`src/rtl/cpu_dma_engine.sv`:
```
// CPU-bus DMA engine: OAM page copy with GET/PUT alternation plus an optional DMC byte-fetch channel.
// All outputs registered (state entered this edge drives the bus next cycle); CPU held via cpu_rdy.
module cpu_dma_engine #(
    parameter int unsigned       ADDR_W       = 16,
    parameter int unsigned       DATA_W       = 8,
    parameter int unsigned       XFER_LEN     = 256,
    parameter logic [ADDR_W-1:0] TRIGGER_ADDR = 16'h4014,
    parameter logic [ADDR_W-1:0] DEST_ADDR    = 16'h2004,
    parameter bit                DMC_EN       = 1'b1
) (
    input  logic              CLK,
    input  logic              RESET_n,
    input  logic              ENABLE,
    input  logic [ADDR_W-1:0] cpu_addr,
    input  logic [DATA_W-1:0] cpu_data_out,
    input  logic              cpu_rw_n,
    input  logic [DATA_W-1:0] bus_data_in,
    input  logic              dmc_req,
    input  logic [ADDR_W-1:0] dmc_addr,
    output logic              cpu_rdy,
    output logic              dma_active,
    output logic [ADDR_W-1:0] dma_addr,
    output logic              dma_rw_n,
    output logic [DATA_W-1:0] dma_data_out,
    output logic              dmc_ack,
    output logic [DATA_W-1:0] dmc_data
);

    localparam int unsigned IDX_W = (XFER_LEN > 2) ? $clog2(XFER_LEN) : 1;
    localparam int unsigned LO_W  = ADDR_W - DATA_W;
    localparam logic        GET   = 1'b0;
    localparam logic        PUT   = 1'b1;

    typedef enum logic [2:0] {
        S_IDLE, S_HALT, S_DUMMY, S_ALIGN, S_OAM_RD, S_OAM_WR, S_DMC_RD
    } state_t;

    state_t            r_state, w_state_nx;
    logic              r_parity;
    logic [DATA_W-1:0] r_page, w_page_nx;
    logic [IDX_W-1:0]  r_idx, w_idx_nx;
    logic              r_oam_pend, w_oam_pend_nx;
    logic              r_dmc_pend, w_dmc_pend_nx;

    logic              r_cpu_rdy;
    logic              r_dma_active;
    logic [ADDR_W-1:0] r_dma_addr, w_addr_nx;
    logic              r_dma_rw_n;
    logic [DATA_W-1:0] r_dma_data_out, w_data_nx;
    logic              r_dmc_ack;
    logic [DATA_W-1:0] r_dmc_data;

    logic              w_dmc_req;
    logic              w_trigger;
    logic              w_next_get;
    logic              w_last;
    logic              w_active_nx;
    logic [LO_W-1:0]   w_lo;

    assign w_dmc_req  = DMC_EN && dmc_req;
    assign w_trigger  = !cpu_rw_n && (cpu_addr == TRIGGER_ADDR);
    assign w_next_get = (r_parity == PUT);
    assign w_last     = (r_idx == IDX_W'(XFER_LEN - 1));

    always_comb begin : next_state
        w_state_nx    = r_state;
        w_page_nx     = r_page;
        w_idx_nx      = r_idx;
        w_oam_pend_nx = r_oam_pend;
        w_dmc_pend_nx = r_dmc_pend;
        case (r_state)
            S_IDLE: begin
                if (w_trigger) begin
                    w_page_nx     = cpu_data_out;
                    w_idx_nx      = '0;
                    w_oam_pend_nx = 1'b1;
                end
                if (w_dmc_req) begin
                    w_dmc_pend_nx = 1'b1;
                end
                if (w_trigger || w_dmc_req) begin
                    w_state_nx = S_HALT;
                end
            end
            // A pending DMC byte always goes first, through the dummy cycle.
            S_HALT:   w_state_nx = r_dmc_pend ? S_DUMMY : (w_next_get ? S_OAM_RD : S_ALIGN);
            S_DUMMY:  w_state_nx = w_next_get ? S_DMC_RD : S_ALIGN;
            S_ALIGN:  w_state_nx = r_dmc_pend ? S_DMC_RD : S_OAM_RD;
            S_OAM_RD: w_state_nx = S_OAM_WR;
            S_OAM_WR: begin
                if (w_last) begin
                    w_oam_pend_nx = 1'b0;
                end else begin
                    w_idx_nx = r_idx + 1'b1;
                end
                if (w_dmc_req) begin
                    w_dmc_pend_nx = 1'b1;
                    w_state_nx    = S_DMC_RD;
                end else begin
                    w_state_nx = w_last ? S_IDLE : S_OAM_RD;
                end
            end
            // After a steal the following PUT cycle realigns before OAM resumes.
            S_DMC_RD: begin
                w_dmc_pend_nx = 1'b0;
                w_state_nx    = r_oam_pend ? S_ALIGN : S_IDLE;
            end
            default:  w_state_nx = S_IDLE;
        endcase
    end

    assign w_lo        = LO_W'(w_idx_nx);
    assign w_active_nx = (w_state_nx == S_OAM_RD) || (w_state_nx == S_OAM_WR) ||
                         (w_state_nx == S_DMC_RD);

    always_comb begin : next_outputs
        w_addr_nx = r_dma_addr;
        w_data_nx = r_dma_data_out;
        case (w_state_nx)
            S_OAM_RD: w_addr_nx = {w_page_nx, w_lo};
            S_OAM_WR: begin
                w_addr_nx = DEST_ADDR;
                w_data_nx = bus_data_in;
            end
            S_DMC_RD: w_addr_nx = dmc_addr;
            default:  ;
        endcase
    end

    always_ff @(posedge CLK or negedge RESET_n) begin
        if (!RESET_n) begin
            r_state        <= S_IDLE;
            r_parity       <= GET;
            r_page         <= '0;
            r_idx          <= '0;
            r_oam_pend     <= 1'b0;
            r_dmc_pend     <= 1'b0;
            r_cpu_rdy      <= 1'b1;
            r_dma_active   <= 1'b0;
            r_dma_addr     <= '0;
            r_dma_rw_n     <= 1'b1;
            r_dma_data_out <= '0;
            r_dmc_ack      <= 1'b0;
            r_dmc_data     <= '0;
        end else if (ENABLE) begin
            r_state        <= w_state_nx;
            r_parity       <= ~r_parity;
            r_page         <= w_page_nx;
            r_idx          <= w_idx_nx;
            r_oam_pend     <= w_oam_pend_nx;
            r_dmc_pend     <= w_dmc_pend_nx;
            r_cpu_rdy      <= (w_state_nx == S_IDLE);
            r_dma_active   <= w_active_nx;
            r_dma_addr     <= w_addr_nx;
            r_dma_rw_n     <= (w_state_nx != S_OAM_WR);
            r_dma_data_out <= w_data_nx;
            r_dmc_ack      <= (r_state == S_DMC_RD);
            if (r_state == S_DMC_RD) begin
                r_dmc_data <= bus_data_in;
            end
        end
    end

    assign cpu_rdy      = r_cpu_rdy;
    assign dma_active   = r_dma_active;
    assign dma_addr     = r_dma_addr;
    assign dma_rw_n     = r_dma_rw_n;
    assign dma_data_out = r_dma_data_out;
    assign dmc_ack      = r_dmc_ack;
    assign dmc_data     = r_dmc_data;

endmodule
```
`config.mk`:
```
export PLATFORM = sky130hd
export DESIGN_NAME = cpu_dma_engine
export DESIGN_NICKNAME = d
export VERILOG_FILES = /design/src/rtl/cpu_dma_engine.sv
export SDC_FILE = /design/constraint.sdc
export NUM_CORES = 1
export LEC_CHECK = 0
export ABC_CLOCK_PERIOD_IN_PS = 2600
export BUFFER_PORTS_ARGS = -buffer_cell sky130_fd_sc_hd__buf_2
export CORE_MARGIN = 2
export CORE_UTILIZATION = 45
export DETAILED_ROUTE_END_ITERATION = 8
export PLACE_DENSITY_LB_ADDON = 0.25
export SLEW_MARGIN = 25
export SYNTH_ARGS = -nofsm -noshare
export SYNTH_HDL_FRONTEND = slang
export SYNTH_SLANG_ARGS = --single-unit
export TNS_END_PERCENT = 20
```
`constraint.sdc`:
```
create_clock -name CLK -period 2.6 [get_ports CLK]
set_input_delay 0.26 -clock CLK [delete_from_list [all_inputs] [get_ports CLK]]
set_output_delay 0.26 -clock CLK [all_outputs]
set_load 0.01 [all_outputs]
```
==> impl_metrics.ini <==
[status]
status = completed

[clock_network]
clk_latency_ns = 0.33
clk_pin_slew_ns = 0.06
cts_tree = yes
holdBufCountCts = 0
cts.path.max_buffers = 2
post_cts_buffers = 0
numClockSinks = 58
cts_resized = 0
cts_max_level = 3
cts-root-buf = clkbuf_8
cts_buffers = 9

[synth]
synth_seq_cells = 58
yosysTopAreaCellShare_pct = 44.4
synth_cell_types = 63
synth_warnings = 0
synth_nets = 339
synth_seq_area_share_pct = 46.1
synth_area_per_cell_sq_um = 11.1
synth_cells = 285
synth_area_sq_mm = 0.00315
async_flop_share_pct = 100
ys_top_cells_by_area = dfrtp_1 44%, mux2_2 9.3%, nor2_1 4.8%
synth_top_area_cell = dfrtp_1
synth-main-ff-cell = dfrtp_1
synth_edf_count = 0

[drt]
via_count = 2534
wl_per_cell_um = 15.2
routed_via_density = 5.33
drt_wl_total_um = 7210
firstDrtPassIters = 4
drt_iter0_markers = 187
antenna_left = 0
drc_errors = 0

[setup_path]
crit_required_ns = 2.81
endpoint_kind = flip-flop
critPathLaunchType = flip-flop
critical_path_class = flip-flop to flip-flop
crit_fanout = 15
worstPathArrival_ns = 2.44

[die]
die_y_um = 87.7
core_region_area_sq_mm = 0.00679
dieArea_sq_mm = 0.00769
ios = 89
die_w_um = 87.7
initial_utilization_pct = 46.4
rows = 30

[power_and_ir_drop]
ir_drop_v = 0.000639
cellPowerDensity_mw_per_mm2 = 1210
clockPowerShare_pct = 18.4
leakagePower_nw = 1.86
swShare_pct = 40.4
pwr-share-seq_pct = 35.5
power.internal_w = 0.00277
p_switching_w = 0.00188
combPwrFrac_pct = 46.0

[timing]
fin_crit_ns = 2.23
rsz0062_at_grt = no
slew_headroom_pct = 51.8
finalSetupViolCount = 0
hold_viol_final = 0
finalCritPeriodShare_pct = 85.9
finalMaxSlewViolations = 0
fin_skew_ns = 0.00471
fin_setup_tns_ns = 0
worst_slack_ns = 0.366
max_freq_mhz = 448
tightest_slew_ns = 0.723

[global_routing]
first_global_vias = 2591
grt.total_usage_pct = 20.1
overflow = 0
grt_pass1_wl_um = 12100
grt_max_degree = 59
antenna_found_initial = 0

[place]
dpl.hpwl_um = 5170
pre_cts_ws_ns = 0.379
port_buffers = 88
gp_congestion = 0.841

[finish]
nets = 429
n_antenna_cell = 0
synthToLayoutAreaGrowth_pct = 22.2
final_common_cell = buf_2
final_cell_mix = 88 x buf_2, 56 x dfrtp_1, 40 x nor2_1, 26 x mux2_2, 16 x a21oi_1
utilization_pct = 56.7
drive_above_1_share_pct = 44.1

[job]
cap_violations = 0

[worst_hold_path]
min_path_type = primary input to async pin
-- state kept, by name, indices dropped and copies added, names as in the netlist --
register      cells
dma_addr         16
dma_data_out      8
dmc_data          8
r_idx             8
r_page            8
r_state           3
cpu_rdy           1
dma_active        1
dma_rw_n          1
dmc_ack           1
r_dmc_pend        1
r_oam_pend        1
r_parity          1
-- power by group through the flow --
| stage | registers (W) | logic, W | clock network (W) |
|---|---|---|---|
| 2_1_floorplan | 0.00167 | 0.00156 | 0 |
| 3_3_place_gp | 0.00165 | 0.00211 | 0 |
| 3_5_place_dp | 0.00166 | 0.00217 | 0 |
| 4_1_cts | 0.00165 | 0.00217 | 0.000885 |
| 5_1_grt | 0.00171 | 0.00238 | 0.000917 |
| 6_report | 0.00165 | 0.00214 | 0.000858 |
-- metal layers --
layer	track usage [%]	share of wire [%]	vias to the layer above
met1	25.1	44	1236
met4	6.57	1.6	0
li1	-	-	1211
met2	34.0	49	74
met5	0	0	-
met3	5.28	5.7	13
-- synthesized netlist by cell type (2+ instances only) --
master and instances:
dfrtp_1 56, nand2_1 14, and2_1 2, clkbuf_1 3, a221oi_2 7, o211ai_1 2
nor4b_1 3, a21oi_1 16, a21o_1 3, nand3_1 6, buf_4 3, buf_2 4
a221oi_1 4, dfstp_2 2, mux2i_1 3, mux2_4 8, mux2_2 26, nor2b_1 3
a211oi_1 2, and3_1 3, a21boi_0 2, nor3_1 6, buf_6 4, nor4_1 4
nor2_1 40, nand2b_1 5, inv_1 8, o21ai_0 11
-- worst paths after layout --
check	end	slack, ns	from	cells past startpoint
setup / recovery	dma_addr[9]$_DFFE_PN0P_	0.37	r_state[2]$_DFFE_PN0P_	7
hold / removal	r_oam_pend$_DFFE_PN0P_	0.07	RESET_n	2
setup reg to reg	dma_addr[9]$_DFFE_PN0P_	0.37	r_state[2]$_DFFE_PN0P_	7
hold reg to reg	dma_active$_DFFE_PN0P_	0.48	dma_active$_DFFE_PN0P_	1
max in group asynchronous	r_page[6]$_DFFE_PN0P_	2.05	RESET_n	2
min in group CLK	dma_data_out[0]$_DFFE_PN0P_	0.17	bus_data_in[0]	2
-- cells by family after synthesis --
| kind of cell | Yosys count | share of synthesized area, % |
|---|---|---|
| fa+ha+maj | 1 | 0.397 |
| flops | 58 | 46.1 |
| simple gates | 101 | 18.0 |
| buf+inv | 24 | 4.68 |
| xor+xnor | 1 | 0.278 |
| compound gates | 63 | 16.5 |
| mux | 37 | 14.0 |
-- critical path, cell delays in order, from the launching register on --
cell      delay, ns
dfrtp_1        0.56
nor3_2         0.26
nand2_1        0.12
nor3_4         0.18
buf_4          0.28
mux2_2         0.38
a221oi_2       0.24
nor2_1         0.08
-- cell type report --
cell class / instances / area, sq um
fill: 605 / 2940
multi-input combinational: 203 / 1550
sequential: 58 / 1450
timing repair buffer: 95 / 493
clock buffer: 13 / 169
tap: 96 / 120
clock inverter: 2 / 35.0
inverter: 8 / 30.0
-- per-stage QoR --
step | cells | power [W] | instance area, sq um | hold WS [ns]
after global routing | 475 | 0.00500 | 3850 | 0.134
after floorplan | 285 | 0.00323 | 3150 | -0.0356
after detailed placement | 460 | 0.00383 | 3650 | 0.461
after CTS | 475 | 0.00471 | 3850 | 0.0962
final | 475 | 0.00465 | 3850 | 0.0709
after global placement | 460 | 0.00376 | 3650 | 0.459
Power figures use the tool's default switching activity.
